[config.mk]
export PLATFORM = sky130hd
export DESIGN_NAME = interrupt_controller
export DESIGN_NICKNAME = d
export VERILOG_FILES = /design/src/rtl/intc_pkg.sv /design/src/rtl/intc_prio_enc.sv /design/src/rtl/interrupt_controller.sv
export SDC_FILE = /design/constraint.sdc
export NUM_CORES = 1
export LEC_CHECK = 0
export BUFFER_PORTS_ARGS = -buffer_cell sky130_fd_sc_hd__buf_2
export CAP_MARGIN = 20
export CORE_MARGIN = 1.5
export CORE_UTILIZATION = 35
export CTS_CLUSTER_DIAMETER = 200
export DETAILED_ROUTE_END_ITERATION = 7
export PLACE_DENSITY = 0.65
export SLEW_MARGIN = 30
export SYNTH_ARGS = -nofsm -noshare
export SYNTH_HDL_FRONTEND = slang
export SYNTH_SLANG_ARGS = --single-unit
export TNS_END_PERCENT = 50
[constraint.sdc]
create_clock -name clock -period 1.7 [get_ports clock]
set_clock_uncertainty 0.15 [all_clocks]
set_input_delay 0.51 -clock clock [delete_from_list [all_inputs] [get_ports clock]]
set_output_delay 0.51 -clock clock [all_outputs]
set_load 0.05 [all_outputs]
[src/rtl/intc_pkg.sv]
// Shared types and register map for the interrupt controller.
// Rotating priority is enabled by defining INTC_ROTATE_PRIORITY_EN.
package intc_pkg;

  typedef enum logic [1:0] {
    IDLE    = 2'd0,
    REQ     = 2'd1,
    SERVICE = 2'd2
  } intc_state_e;

  localparam logic [1:0] INTC_MASK = 2'd0;
  localparam logic [1:0] INTC_PEND = 2'd1;
  localparam logic [1:0] INTC_STAT = 2'd2;

  localparam int INTC_STAT_ID_LSB    = 0;
  localparam int INTC_STAT_STATE_LSB = 8;

  // Packs the STATUS register image from state and current id.
  function automatic logic [31:0] intc_status(input logic [1:0] st, input logic [31:0] id);
    return ({30'd0, st} << INTC_STAT_STATE_LSB) | (id << INTC_STAT_ID_LSB);
  endfunction

endpackage

[src/rtl/intc_prio_enc.sv]
// Find-first-set over NUM_SRC request bits, searching upward from a start
// index with wrap-around. A start of zero gives plain lowest-index priority.
module intc_prio_enc #(
  parameter int NUM_SRC = 8,
  parameter int ID_W    = $clog2(NUM_SRC)
) (
  input  logic [NUM_SRC-1:0] req,
  input  logic [ID_W-1:0]    start,
  output logic               valid,
  output logic [ID_W-1:0]    id
);

  // Scan from farthest to nearest offset so the nearest set bit is written last.
  always_comb begin
    valid = 1'b0;
    id    = '0;
    for (int k = NUM_SRC - 1; k >= 0; k--) begin
      valid = valid | req[(int'(start) + k) % NUM_SRC];
      id    = req[(int'(start) + k) % NUM_SRC] ? ID_W'((int'(start) + k) % NUM_SRC) : id;
    end
  end

endmodule

[src/rtl/interrupt_controller.sv]
// Interrupt controller: edge-detected pending latch, mask, winner selection and
// irq/ack/eoi sequencing. Define INTC_ROTATE_PRIORITY_EN for round-robin priority.
module interrupt_controller
  import intc_pkg::*;
#(
  parameter int NUM_SRC = 8,
  parameter int ID_W    = $clog2(NUM_SRC)
) (
  input  logic               clock,
  input  logic               reset,
  input  logic [NUM_SRC-1:0] src,
  input  logic               reg_write,
  input  logic [1:0]         reg_addr,
  input  logic [31:0]        reg_wdata,
  output logic [31:0]        reg_rdata,
  output logic               irq,
  output logic [ID_W-1:0]    irq_id,
  input  logic               irq_ack,
  input  logic               eoi
);

  intc_state_e        state_r;
  logic [NUM_SRC-1:0] mask_r;
  logic [NUM_SRC-1:0] pending_r;
  logic [NUM_SRC-1:0] src_q_r;
  logic               irq_r;
  logic [ID_W-1:0]    irq_id_r;

  logic [NUM_SRC-1:0] event_s;
  logic [NUM_SRC-1:0] w1c_s;
  logic [NUM_SRC-1:0] ack_clr_s;
  logic [NUM_SRC-1:0] eligible_s;
  logic               ack_s;
  logic [ID_W-1:0]    start_s;
  logic               win_valid_s;
  logic [ID_W-1:0]    win_id_s;
  logic               unused_wdata_s;

  assign ack_s      = (state_r == REQ) & irq_ack;
  assign event_s    = src & ~src_q_r;
  assign w1c_s      = (reg_write && (reg_addr == INTC_PEND)) ? reg_wdata[NUM_SRC-1:0] : '0;
  assign ack_clr_s  = ack_s ? ({{(NUM_SRC-1){1'b0}}, 1'b1} << irq_id_r) : '0;
  assign eligible_s = pending_r & mask_r;
  assign unused_wdata_s = &{1'b0, reg_wdata};

`ifdef INTC_ROTATE_PRIORITY_EN
  logic [ID_W-1:0] ptr_r;

  assign start_s = ptr_r;

  // Round-robin pointer moves just past the source the CPU accepted.
  always_ff @(posedge clock or negedge reset) begin
    if (!reset) begin
      ptr_r <= '0;
    end else if (ack_s) begin
      ptr_r <= (irq_id_r == ID_W'(NUM_SRC - 1)) ? '0 : irq_id_r + {{(ID_W-1){1'b0}}, 1'b1};
    end else begin
      ptr_r <= ptr_r;
    end
  end
`else
  assign start_s = '0;
`endif

  intc_prio_enc #(
    .NUM_SRC (NUM_SRC),
    .ID_W    (ID_W)
  ) u_prio_enc (
    .req   (eligible_s),
    .start (start_s),
    .valid (win_valid_s),
    .id    (win_id_s)
  );

  // Edge detect, pending latch (a new event beats any clear) and mask register.
  always_ff @(posedge clock or negedge reset) begin
    if (!reset) begin
      src_q_r   <= '0;
      pending_r <= '0;
      mask_r    <= '0;
    end else begin
      src_q_r   <= src;
      pending_r <= event_s | (pending_r & ~w1c_s & ~ack_clr_s);
      if (reg_write && (reg_addr == INTC_MASK)) begin
        mask_r <= reg_wdata[NUM_SRC-1:0];
      end
    end
  end

  // Request/service sequencing with registered irq and irq_id.
  always_ff @(posedge clock or negedge reset) begin
    if (!reset) begin
      state_r  <= IDLE;
      irq_r    <= 1'b0;
      irq_id_r <= '0;
    end else begin
      case (state_r)
        IDLE: begin
          if (win_valid_s) begin
            irq_r    <= 1'b1;
            irq_id_r <= win_id_s;
            state_r  <= REQ;
          end
        end
        REQ: begin
          if (irq_ack) begin
            irq_r   <= 1'b0;
            state_r <= SERVICE;
          end else if (!eligible_s[irq_id_r]) begin
            irq_r   <= 1'b0;
            state_r <= IDLE;
          end
        end
        SERVICE: begin
          irq_r <= 1'b0;
          if (eoi) begin
            state_r <= IDLE;
          end
        end
        default: begin
          irq_r   <= 1'b0;
          state_r <= IDLE;
        end
      endcase
    end
  end

  // Register read mux.
  always_comb begin
    reg_rdata = 32'd0;
    case (reg_addr)
      INTC_MASK: reg_rdata = 32'(mask_r);
      INTC_PEND: reg_rdata = 32'(pending_r);
      INTC_STAT: reg_rdata = intc_status(state_r, 32'(irq_id_r));
      default:   reg_rdata = 32'd0;
    endcase
  end

  assign irq    = irq_r;
  assign irq_id = irq_id_r;

endmodule

# Yosys cells after proc, flatten, opt, wreduce, memory -nomap -nowiden
# Index checks and enable logic that the tools add are counted.
[totals] regBits=30 inputBits=47 output_inout_bits=36 elab_cells=61
[op_classes] n_mux=22 shifts=1 n_eq_ne=7 n_bitwise=17 reduce_logical=7 order_cmp=1
[ops] op="bitwise AND 8 bit" count=4
[ops] op="one-hot mux 10 bit (3 select lines)" count=1
[ops] op="two-way mux 3 bit" count=8
[ops] op="NOT 8 bit" count=3
[ops] op="two-way mux 8 bit" count=2
[ops] op="OR 10 x 3 -> 10 bit" count=1
[ops] op="two-way mux 2 bit" count=4
[ops] op="OR 8 bit" count=1
[ops] op="<< shifter 1 x 3 -> 8 bit, first input constant" count=1
[ops] op="OR 1 bit" count=7
[ops] op="one-hot mux 2 bit (3 select lines)" count=1
[ops] op="equality test 2 x 1 -> 1 bit, second input constant" count=2
[ops] op="equality test 2 bit, second input constant" count=2
[ops] op="logical NOT 2 bit" count=2
[ops] op="less-than comparator 3 x 4 -> 1 bit, second input constant" count=1
[ops] op="two-way mux 1 bit" count=4
[ops] op="AND reduction 2 bit" count=2
[ops] op="binary-select mux 1 bit (select 3 bit)" count=1
[ops] op="inequality test 3 bit, second input constant" count=1
[ops] op="AND reduction 3 bit" count=1
[ops] op="logical AND 1 bit" count=2
[ops] op="inequality test 2 x 1 -> 1 bit, second input constant" count=1
[ops] op="inequality test 2 bit, second input constant" count=1
[ops] op="one-hot mux 1 bit (2 select lines)" count=1
[ops] op="bitwise AND 1 bit" count=1

# Depth between registers and ports, before layout
[depth] word_depth=10 depth_mapped=5 mapped_depth_nobuf=4

# Cells and area by module
# A second synthesis with hierarchy kept.
[hier_totals] hier_cells=236 area_unflattened_um2=2423.6
[modules_own_cells] module="interrupt_controller" area_per_inst_um2=1617.8 seq_area_each_um2=750.7 cells_per_inst=156 n_inst=1
[modules_own_cells] module="intc_prio_enc" area_per_inst_um2=805.8 seq_area_each_um2=0.0 cells_per_inst=80 n_inst=1

# Worst setup path after synthesis
# Ideal clock, no wire load.
[synth_path] path_kind="register to output" start="reg irq_id_r[1] (netlist: irq_id[1])" end="out reg_rdata[1]" required_ps=1040 path_slack_ps=-1113 arrival_time_ps=2153 path_stages_with_launch=4 path_buffers=1 path_cell_list="dfrtp_1 > clkbuf_1 > mux2i_1 > o21ai_0"
[synth_between] elab_chain_cells=2
[synth_rtl] element="start: declaration" line="interrupt_controller.sv:27" text="logic [ID_W-1:0] irq_id_r;"
[synth_rtl] element="start signal: assignment" line="interrupt_controller.sv:101" text="irq_id_r <= win_id_s;"
[synth_rtl] element="OR 10 x 3 -> 10 bit" line="intc_pkg.sv:20" text="return ({30'd0, st} << INTC_STAT_STATE_LSB) | (id << INTC_STAT_ID_LSB);"
[synth_rtl] element="one-hot mux 10 bit (3 select lines)" line="interrupt_controller.sv:131" text="case (reg_addr)"
[synth_rtl] element="end: declaration" line="interrupt_controller.sv:15" text="output logic [31:0] reg_rdata,"
# No other way between the ends.

# Worst setup path after layout
[layout_path] start="in reg_addr[0]" end="out reg_rdata[8]"
[layout_between] elab_chain_cells=2 word_cells_on_any_way=4 classes_between="eq/ne: 2; mux: 1; reduce/logical: 1"
[layout_rtl] element="start: declaration" line="interrupt_controller.sv:13" text="input logic [1:0] reg_addr,"
[layout_rtl] element="equality test 2 bit, or another cell as far along" line="interrupt_controller.sv:131"
[layout_rtl] element="one-hot mux 10 bit (3 select lines) *" line="interrupt_controller.sv:131"
# Mark *: on every way between the ends. The rest lies on a longest branch, timed or not.

==> results.md <==
- Bufs and invs on worst path: 3
- Antenna violations before repair: 0
- Status: complete, but fails checks
- Final Max Slew Viols: 0
- Die Area: 0.00534 mm²
- Type of the tightest min-delay check: in2async
- All-Layer GR Usage: 0.169
- Ant diodes: 0
- Clock root cell: clkbuf_8
- Critical R2R Capture: irq_id[0]
- Post-synth top area share: 0.437
- Remaining Overflow, GRT: 0
- DR DRC count: 0
- Synth Instances: ~160
- Async SR Flop Fraction: 1.00
- Crit path DAT: 1.16 ns
- Die span in x: 73.1 µm
- Worst setup SP type: primary input
- Max Freq: ~550 MHz
- Family with the most delay on the worst path: buffers and inverters
- WL met3: 202 µm
- Cell Area, Synth: 0.00172 mm²
- Fillers: 436
- Buffers on Ports: 36
- Final setup margin: -0.118 ns
- CTS tree: built
- Multi-input logic area: 991 µm²
- Worst setup EP type: output pin
- Violated checks: negative setup slack
- Synth area leader: dfrtp_1
- Power Total: 3610 µW
- Largest net degree at the start of global routing: 17
- Max_cap viols: 0
- Avg Vias per Cell: 4.70
- 1st-iter DRT viols: 105
- Commonest non-fill, non-tap cell in the layout: conb_1
- Worst hold margin: 0.00119 ns
- TritonRoute pass-1 iters: 5
- Fin. Hold Viols: 0
- Initial Util: 0.364
- Slowest cell on crit path: and3b_2
- Final WL: 4.08 mm
- Yosys warns: 0
- Share of cells above drive strength 1: 0.524
- Tcrit/Tclk final: 1.07
- Max FO, Critical Path: 5
- Met2 Routed Length: between 1.5 and 2 mm
- Most used DFF post-synth: dfrtp_1
- DP Wirelength: 2.86 mm
- Routed Antenna Nets: 0
- Synthesized flop and latch total: 30
- Crit-path cells: buf_16 -> buf_8 -> and3b_2 -> buf_8
- Register clock-pin slew on the reported worst setup and hold paths: 0.07 ns
- Dpl cells: 272
- Vias in the first global route: approximately 1.3k
- Post-route minimum period: between 1.5 and 2 ns
- Setup total negative slack: -0.752 ns
- Leak: 0.00114 µW
- Layout area overhead: 46.5%
- Post-synth cell types: 39
- CTS buffer count: 5
- Sequential element share of the synthesized area: 0.437
- CORE AREA: 0.00472 mm²
- Register area: between 700 and 800 µm²
- FF-to-FF setup slack: ~0.020 ns
- First-pass GRT wire length: 6.64 mm
- Most used cell, CP: buf_8
- Setup violators final: 10
- Clock Latency Late Sink: between 0.2 and 0.3 ns
- Crit Path Class: in2out
- Final nets: 271
- Required time of the critical path: 1.04 ns
- CTS HTree Levels: 2
- Highest metal used: met4
- Slowest stage delay, CP: between 0.2 and 0.25 ns
- Syn Area/Cell: 10.5 µm²
- Sink Count: 30
- Vias post-DR: 1372
- Routed len/inst: 14.0 µm
- EDFF count, synth: 0
- Row Count: 25
- Fin cells: a little under 300
- Most frequent cells in the layout: conb_1 (22), buf_2 (21), dfrtp_1 (20), buf_4 (18), buf_6 (13)
- Cts hold-fix bufs: 0
- RSZ-0062 raised after global routing: yes
- Max IR drop VDD: 499 µV
- Die Y: 73.1 µm
- Max clock buf depth: 2
- # IOs: 83
- Pre-CTS setup slack: -0.423 ns
- WL met1: 1.82 mm
- GP Congestion: ~0.78
- Cells on worst reg2reg path: 4
- Worst R2R Start: mask_r[5]
- Top post-synthesis cells by area: dfrtp_1 (44%), buf_4 (9.6%), mux2_2 (5.2%)
- Power density over the cells: between 1000 and 1500 mW/mm²
## area by class of cell
| class | instances | area share |
|---|---|---|
| Inverter | 12 | 0.0179 |
| Tap cell | 67 | 0.0333 |
| Multi-Input combinational cell | 115 | 0.394 |
| Clock inverter | 1 | 0.00199 |
| Timing Repair Buffer | 60 | 0.215 |
| Sequential cell | 30 | 0.303 |
| Clock buffer | 7 | 0.0343 |
## what timing repair did
item,CTS,global route
gates resized for setup,62,9
gates cloned,1,0
setup buffers,7,4
pin swaps,5,1
setup endpoints to repair,12,16
## sequential cells by signal, indices dropped and copies added, names as in the netlist
register,cells
state_r,2
mask_r,8
src_q_r,8
irq,1
irq_id,3
pending_r,8
## worst max-delay path by stage
stage / startpoint / end / slack (ns) / depth (start not counted)
after floorplan: reg_addr[1] / reg_rdata[2] / -0.13 / 3
after global routing: reg_addr[0] / reg_rdata[8] / -0.14 / 4
after global placement: reg_addr[0] / reg_rdata[1] / -0.42 / 5
after detailed placement: reg_addr[0] / reg_rdata[1] / -0.42 / 5
final: reg_addr[0] / reg_rdata[8] / -0.12 / 4
after CTS: reg_addr[0] / reg_rdata[8] / -0.12 / 4
## worst register-to-register path: stages, from the launching register on
cell and delay [ns]:
dfrtp_2 0.43, buf_4 0.15, a22o_2 0.28, o41ai_4 0.42
o31ai_1 0.14
## per-layer routing
| metal | GRT usage | vias to the layer above |
|---|---|---|
| li1 | - | 670 |
| met1 | 0.225 | 652 |
| met2 | 0.268 | 45 |
| met3 | 0.0414 | 5 |
| met4 | 0.0566 | 0 |
| met5 | 0 | - |
## synthesized netlist by cell type (all sizes together), types with 3 or more instances
cell type,n
o311ai,3
and3b,4
dfrtp,30
inv,12
nand4,3
a32oi,3
buf,25
mux2,8
nand2,14
a22o,8
o21ai,11
nor2,8
mux2i,8
## power breakdown
group | switching [µW] | internal, µW
registers | 210 | 894
logic | 1050 | 855
clock network | 274 | 326
## logic make-up (layout without fill, tap and decap cells)
| family | after synthesis | after routing | share of synthesized area |
|---|---|---|---|
| other | 1 | 22 | 0.00218 |
| DFF | 30 | 30 | 0.437 |
| muxes | 17 | 17 | 0.114 |
| buffers and inverters | 39 | 80 | 0.134 |
| and+or+nand+nor | 39 | 39 | 0.131 |
| AOI/OAI and AO/OA | 37 | 37 | 0.181 |
## stage by stage
stage / util / cell area, µm²
global route: 0.533 / 2520
floorplan: - / 1920
global placement: 0.438 / 2070
detailed placement: 0.438 / 2070
finish: 0.533 / 2520
CTS: 0.523 / 2470
Note: power is estimated with default switching activity, not from simulation.
